==> src/rtl/div_iter_if.sv <==
// Handshake/operand bundle between the hazard/execute logic (master) and div_iter (slave).
interface div_iter_if #(
  parameter int DW = 32
);
  logic          start_i;
  logic          signed_i;
  logic [DW-1:0] dividend_i;
  logic [DW-1:0] divisor_i;
  logic          annul_i;
  logic [2*DW-1:0] result_o;
  logic          ready_o;
  logic          busy_o;

  modport master (
    output start_i, signed_i, dividend_i, divisor_i, annul_i,
    input  result_o, ready_o, busy_o
  );

  modport slave (
    input  start_i, signed_i, dividend_i, divisor_i, annul_i,
    output result_o, ready_o, busy_o
  );
endinterface

==> src/rtl/div_iter.sv <==
// Radix-2 restoring divider for MIPS DIV/DIVU; result_o = {remainder (HI), quotient (LO)}.
// Optional DIV_EARLY_OUT_EN: finish immediately when |divisor| > |dividend|.
module div_iter #(
  parameter int DW    = 32,
  parameter int CNT_W = 6
) (
  input  logic       clk,
  input  logic       rst,
  div_iter_if.slave  io_div
);

  typedef enum logic [1:0] {
    S_IDLE,
    S_ZERO,
    S_RUN,
    S_DONE
  } state_t;

  state_t            r_state;
  logic [CNT_W-1:0]  r_cnt;
  logic [DW-1:0]     r_rem;
  logic [DW-1:0]     r_quo;
  logic [DW-1:0]     r_dvs;
  logic              r_neg_q;
  logic              r_neg_r;
  logic [2*DW-1:0]   r_result;
  logic              r_ready;
  logic              r_busy;

  logic              w_dvd_neg;
  logic              w_dvs_neg;
  logic [DW-1:0]     w_dvd_mag;
  logic [DW-1:0]     w_dvs_mag;
  logic [DW:0]       w_shift;
  logic [DW:0]       w_diff;
  logic [DW-1:0]     w_rem_nx;
  logic [DW-1:0]     w_quo_nx;
  logic [DW-1:0]     w_rem_fix;
  logic [DW-1:0]     w_quo_fix;
  logic              w_last;

  assign w_dvd_neg = io_div.signed_i & io_div.dividend_i[DW-1];
  assign w_dvs_neg = io_div.signed_i & io_div.divisor_i[DW-1];
  assign w_dvd_mag = w_dvd_neg ? -io_div.dividend_i : io_div.dividend_i;
  assign w_dvs_mag = w_dvs_neg ? -io_div.divisor_i  : io_div.divisor_i;

  // r_quo starts as the dividend magnitude and fills with quotient bits from the LSB
  assign w_shift  = {r_rem, r_quo[DW-1]};
  assign w_diff   = w_shift - {1'b0, r_dvs};
  assign w_rem_nx = w_diff[DW] ? w_shift[DW-1:0] : w_diff[DW-1:0];
  assign w_quo_nx = {r_quo[DW-2:0], ~w_diff[DW]};

  assign w_quo_fix = r_neg_q ? -w_quo_nx : w_quo_nx;
  assign w_rem_fix = r_neg_r ? -w_rem_nx : w_rem_nx;
  assign w_last    = (r_cnt == CNT_W'(DW-1));

  always_ff @(posedge clk) begin
    if (rst) begin
      r_state  <= S_IDLE;
      r_cnt    <= '0;
      r_rem    <= '0;
      r_quo    <= '0;
      r_dvs    <= '0;
      r_neg_q  <= 1'b0;
      r_neg_r  <= 1'b0;
      r_result <= '0;
      r_ready  <= 1'b0;
      r_busy   <= 1'b0;
    end else begin
      r_ready <= 1'b0;
      r_busy  <= 1'b0;
      case (r_state)
        S_IDLE: begin
          if (io_div.start_i && !io_div.annul_i) begin
            r_rem   <= '0;
            r_quo   <= w_dvd_mag;
            r_dvs   <= w_dvs_mag;
            r_neg_q <= w_dvd_neg ^ w_dvs_neg;
            r_neg_r <= w_dvd_neg;
            r_cnt   <= '0;
            if (io_div.divisor_i == '0) begin
              r_state <= S_ZERO;
              r_busy  <= 1'b1;
            end
`ifdef DIV_EARLY_OUT_EN
            else if (w_dvs_mag > w_dvd_mag) begin
              r_state  <= S_DONE;
              r_result <= {io_div.dividend_i, {DW{1'b0}}};
            end
`endif
            else begin
              r_state <= S_RUN;
              r_busy  <= 1'b1;
            end
          end
        end
        S_ZERO: begin
          if (io_div.annul_i) begin
            r_state <= S_IDLE;
          end else begin
            r_state  <= S_DONE;
            r_result <= '0;
          end
        end
        S_RUN: begin
          if (io_div.annul_i) begin
            r_state <= S_IDLE;
          end else begin
            r_rem <= w_rem_nx;
            r_quo <= w_quo_nx;
            r_cnt <= r_cnt + CNT_W'(1);
            if (w_last) begin
              r_state  <= S_DONE;
              r_result <= {w_rem_fix, w_quo_fix};
            end else begin
              r_busy <= 1'b1;
            end
          end
        end
        S_DONE: begin
          // ready is raised one edge after DONE entry and only while the request is still held
          if (io_div.annul_i || !io_div.start_i) begin
            r_state <= S_IDLE;
          end else begin
            r_ready <= 1'b1;
          end
        end
        default: r_state <= S_IDLE;
      endcase
    end
  end

  assign io_div.result_o = r_result;
  assign io_div.ready_o  = r_ready;
  assign io_div.busy_o   = r_busy;

endmodule

==> src/flat_wrapper.sv <==
// flat-port wrapper written by rule: the top's interface ports become plain ports
module div_iter_flat 
#(
  parameter int DW    = 32,
  parameter int CNT_W = 6
)
  (clk, rst, io_div_start_i, io_div_signed_i, io_div_dividend_i, io_div_divisor_i, io_div_annul_i, io_div_result_o, io_div_ready_o, io_div_busy_o);
  div_iter_if #(.DW(DW)) io_div_i ();
  input  logic clk;
  input  logic rst;
  input wire logic [$bits(io_div_i.start_i)-1:0] io_div_start_i;
  input wire logic [$bits(io_div_i.signed_i)-1:0] io_div_signed_i;
  input wire logic [$bits(io_div_i.dividend_i)-1:0] io_div_dividend_i;
  input wire logic [$bits(io_div_i.divisor_i)-1:0] io_div_divisor_i;
  input wire logic [$bits(io_div_i.annul_i)-1:0] io_div_annul_i;
  output wire logic [$bits(io_div_i.result_o)-1:0] io_div_result_o;
  output wire logic [$bits(io_div_i.ready_o)-1:0] io_div_ready_o;
  output wire logic [$bits(io_div_i.busy_o)-1:0] io_div_busy_o;
  assign io_div_i.start_i = io_div_start_i;
  assign io_div_i.signed_i = io_div_signed_i;
  assign io_div_i.dividend_i = io_div_dividend_i;
  assign io_div_i.divisor_i = io_div_divisor_i;
  assign io_div_i.annul_i = io_div_annul_i;
  assign io_div_result_o = io_div_i.result_o;
  assign io_div_ready_o = io_div_i.ready_o;
  assign io_div_busy_o = io_div_i.busy_o;
  div_iter #(.DW(DW), .CNT_W(CNT_W)) u_core (.clk(clk), .rst(rst), .io_div(io_div_i));
endmodule
==> config.mk <==
export PLATFORM = sky130hd
export DESIGN_NAME = div_iter_flat
export DESIGN_NICKNAME = d
export VERILOG_FILES = /design/src/rtl/div_iter_if.sv /design/src/rtl/div_iter.sv /design/src/flat_wrapper.sv
export SDC_FILE = /design/constraint.sdc
export NUM_CORES = 1
export LEC_CHECK = 0
export CAP_MARGIN = 20
export CORE_MARGIN = 8
export CORE_UTILIZATION = 52
export DETAILED_ROUTE_END_ITERATION = 12
export GPL_TIMING_DRIVEN = 1
export PLACE_DENSITY = 0.78
export SKIP_CTS_REPAIR_TIMING = 1
export SYNTH_ARGS = -nofsm -noshare
export SYNTH_HDL_FRONTEND = slang
export SYNTH_SLANG_ARGS = --single-unit
==> constraint.sdc <==
create_clock -name clk -period 4.81 [get_ports clk]
set_input_delay 1.443 -clock clk [delete_from_list [all_inputs] [get_ports clk]]
set_output_delay 1.443 -clock clk [all_outputs]
set_load 0.01 [all_outputs]
==> key figures <==
Synth
  • Ys Warns: 0
  • Synth Area in Compound Gates: 27.1%
  • Top-count cell post-synth: nor2_1
  • Top cells by area, synth: dfxtp_1 (30%), nor2_1 (6.7%), xor2_1 (5.7%)
  • Synth Register Bits: 172
  • Synth Area in Adders: 4.60%
  • Sequential area share after synthesis: 29.7%
  • Post-synth top area share: 29.7%
  • Largest family of logic cells by synthesized area: compound AO/OA/AOI/OAI gates
  • Avg Cell Area, Syn: 7.57 sq um
  • Simple-Gate Fraction of Synth Area: 22.2%
  • Post-synthesis xor/xnor area fraction: 10.1%
  • Synth top cells by count: nor2_1 (207), dfxtp_1 (172), nand2_1 (167)
  • Mapped Nets: 1640
  • Area leader, netlist: dfxtp_1
  • Cell area after synthesis: 11600 sq um
  • FFs w/ async S/R, synth: 0%
  • Post-Syn Instances: 1529
  • Synth Flop Type: dfxtp_1
  • Post-synth EDFFs: 0
  • Multiplexer share of the synthesized area: 1.16%
  • Yosys cell types: 75

CTS
  • Clock slew at reported path FFs: 0.07 ns
  • Bufs on Longest Clock Path: 2
  • Clock root buffer: clkbuf_16
  • TritonCTS clock tree: built
  • Max H-tree Level: 4
  • Sink Count: 172
  • CTS Buf Count: 17
  • Later-pin clock latency in the skew report: 0.43 ns

Critical path
  • Arr. time, crit path: 4.76 ns
  • Crit path kind: register to register
  • Startpoint types: register
  • CP required: 5.10 ns
  • FF-to-FF Start: u_core.r_dvs[1]
  • Worst setup path startpoint: u_core.r_dvs[1]
  • Max FO, Critical Path: 7
  • Worst setup EP type: register

Drt
  • Violation count after the first detailed-route iteration: 1206
  • Routed vias/inst: 6.25
  • WL per Instance: 19.3 um
  • DRC viols: 0
  • Final antenna-violating net count: 0
  • First drt pass iteration count: 10
  • Routed Wire Length: 36600 um
  • Vias: 11877

Global route
  • Initial antenna violation count: 0
  • Overall routing resource usage: 26.2%
  • Gr ovfl total: 0
  • Vias in the first global route: 11125
  • Global-route wire length before repair: 57800 um
  • Largest net degree at the start of global routing: 78

Final layout
  • Fin area: 13700 sq um
  • Synth-to-layout area growth: 18.2%
  • Diode count: 0
  • Area of the multi-input gates: 7570 sq um
  • Fillers: 1981
  • Share of cells above drive strength 1: 5.49%
  • Reg area: 3440 sq um
  • Nets@finish: 1719

STA
  • Slew margin rel.: 29.0%
  • Final Critical Period: 4.47 ns
  • Clk_skew: 0.0107 ns
  • Fin. max-slew vios: 0
  • Hold Fails Final Rpt: 0
  • Fmax: 224 MHz
  • Unrepaired setup endpoints after global routing: false
  • Final Setup Violations: 0
  • Actual slew at the worst max-slew pin: 1.06 ns
  • TNS Setup: 0 ns
  • Tcrit/Tclk final: 93.0%
  • Min setup slack post-route: 0.339 ns

Die
  • Die W: 165 um
  • Std-Cell Rows: 54
  • Ports: 135
  • CORE AREA: 21800 sq um
  • Die area: 27300 sq um
  • Height of the chip: 165 um
  • Starting Density: 53.1%

Placement
  • # port buffers: 134
  • Setup slack at placement: 0.163 ns
  • Final GP Congestion: 0.964
  • Hpwl dp: 27700 um
  • Placed cell areas: 13100 sq um

Hold path
  • Worst hold path class: register to register
  • Min-delay src: u_core.io_div.result_o[56]

Pwr
  • LEAKAGE: 5.19 nW
  • Maximum vdd drop: 0.000271 V
  • Total power draw: 5.38 mW
  • PD cells: 393 nW/um^2

Run status
  • Status: complete, no violations

Run
  • Max cap viols: 0
## report_power, final
part,internal [mW],switching (mW),leakage [nW]
sequential,1.53,0.113,1.39
clock,0.804,0.604,0.277
combinational,0.806,1.52,3.52
## per-stage QoR
stage	hold slack (ns)	std cells	utilization [%]
2_1_floorplan	0.432	1529	-
3_3_place_gp	0.433	1869	60.0
3_5_place_dp	0.444	1869	60.0
4_1_cts	0.454	1901	62.7
5_1_grt	0.471	1901	62.7
6_report	0.452	1901	62.7
## layer usage
metal | wire length (um) | global-route usage, % | vias up
met5 | 0 | 0 | -
met4 | 1380 | 10.3 | 0
met3 | 2600 | 4.51 | 86
met2 | 17000 | 42.9 | 511
met1 | 15600 | 33.8 | 5555
li1 | - | - | 5725
## registers in the layout, indices dropped and copies added (netlist names)
register                cells
u_core.r_neg_r              1
u_core.r_quo               32
u_core.r_cnt                6
u_core.r_dvs               32
u_core.r_neg_q              1
u_core.r_state              2
u_core.io_div.ready_o       1
u_core.io_div.result_o     64
u_core.io_div.busy_o        1
u_core.r_rem               32
## cells by family (layout without fill, tap and decap cells)
group                      count (synthesis)  count (layout)
and+or+nand+nor                          566             566
AOI/OAI and AO/OA                        449             449
DFF                                      172             172
buffers and inverters                    154             246
xor gates and xnor gates                 133             133
adders and majority gates                 42              42
muxes                                     13              13
## worst max-delay path, cell delays in order (launching register included)
cell and delay [ns]:
dfxtp_1 0.33, inv_1 0.07, ha_1 0.28, nor2b_1 0.25, o2111ai_1 0.24, a211oi_1 0.90
o21ai_0 0.34, a21oi_1 0.39, nand4_1 0.14, a21o_1 0.24, or4b_4 0.60, o31ai_1 0.31
xor2_1 0.17, o21ai_1 0.07
## layout make-up
cell class,count,share of cell area (%)
multi-input cells,1203,55.3
flip-flops and latches,172,25.2
repair buffers,158,11.1
clock buffers,22,3.39
well taps,280,2.56
inverters,56,1.54
clock inverters,10,0.951
## worst paths after layout
path	to	slack (ns)	depth (start not counted)
worst max-delay path	u_core.io_div.result_o[58]	0.34	13
worst min-delay path	u_core.io_div.result_o[56]	0.45	2
worst max register to register	u_core.io_div.result_o[58]	0.34	13
worst min register to register	u_core.io_div.result_o[56]	0.45	2
## layout by cell type (no fill, tap or decap), types with 28 or more instances in the layout
| cell | instances |
|---|---|
| inv_1 | 55 |
| nand2_1 | 167 |
| xnor2_1 | 58 |
| clkdlybuf4s50_1 | 133 |
| or3_1 | 28 |
| xor2_1 | 75 |
| o21ai_0 | 86 |
| a21oi_1 | 90 |
| nor2_1 | 203 |
| ha_1 | 41 |
| a22oi_1 | 54 |
| nand3_1 | 35 |
| a211oi_1 | 31 |
| nor3_1 | 32 |
| dfxtp_1 | 172 |
(Power assumes the default switching activity.)
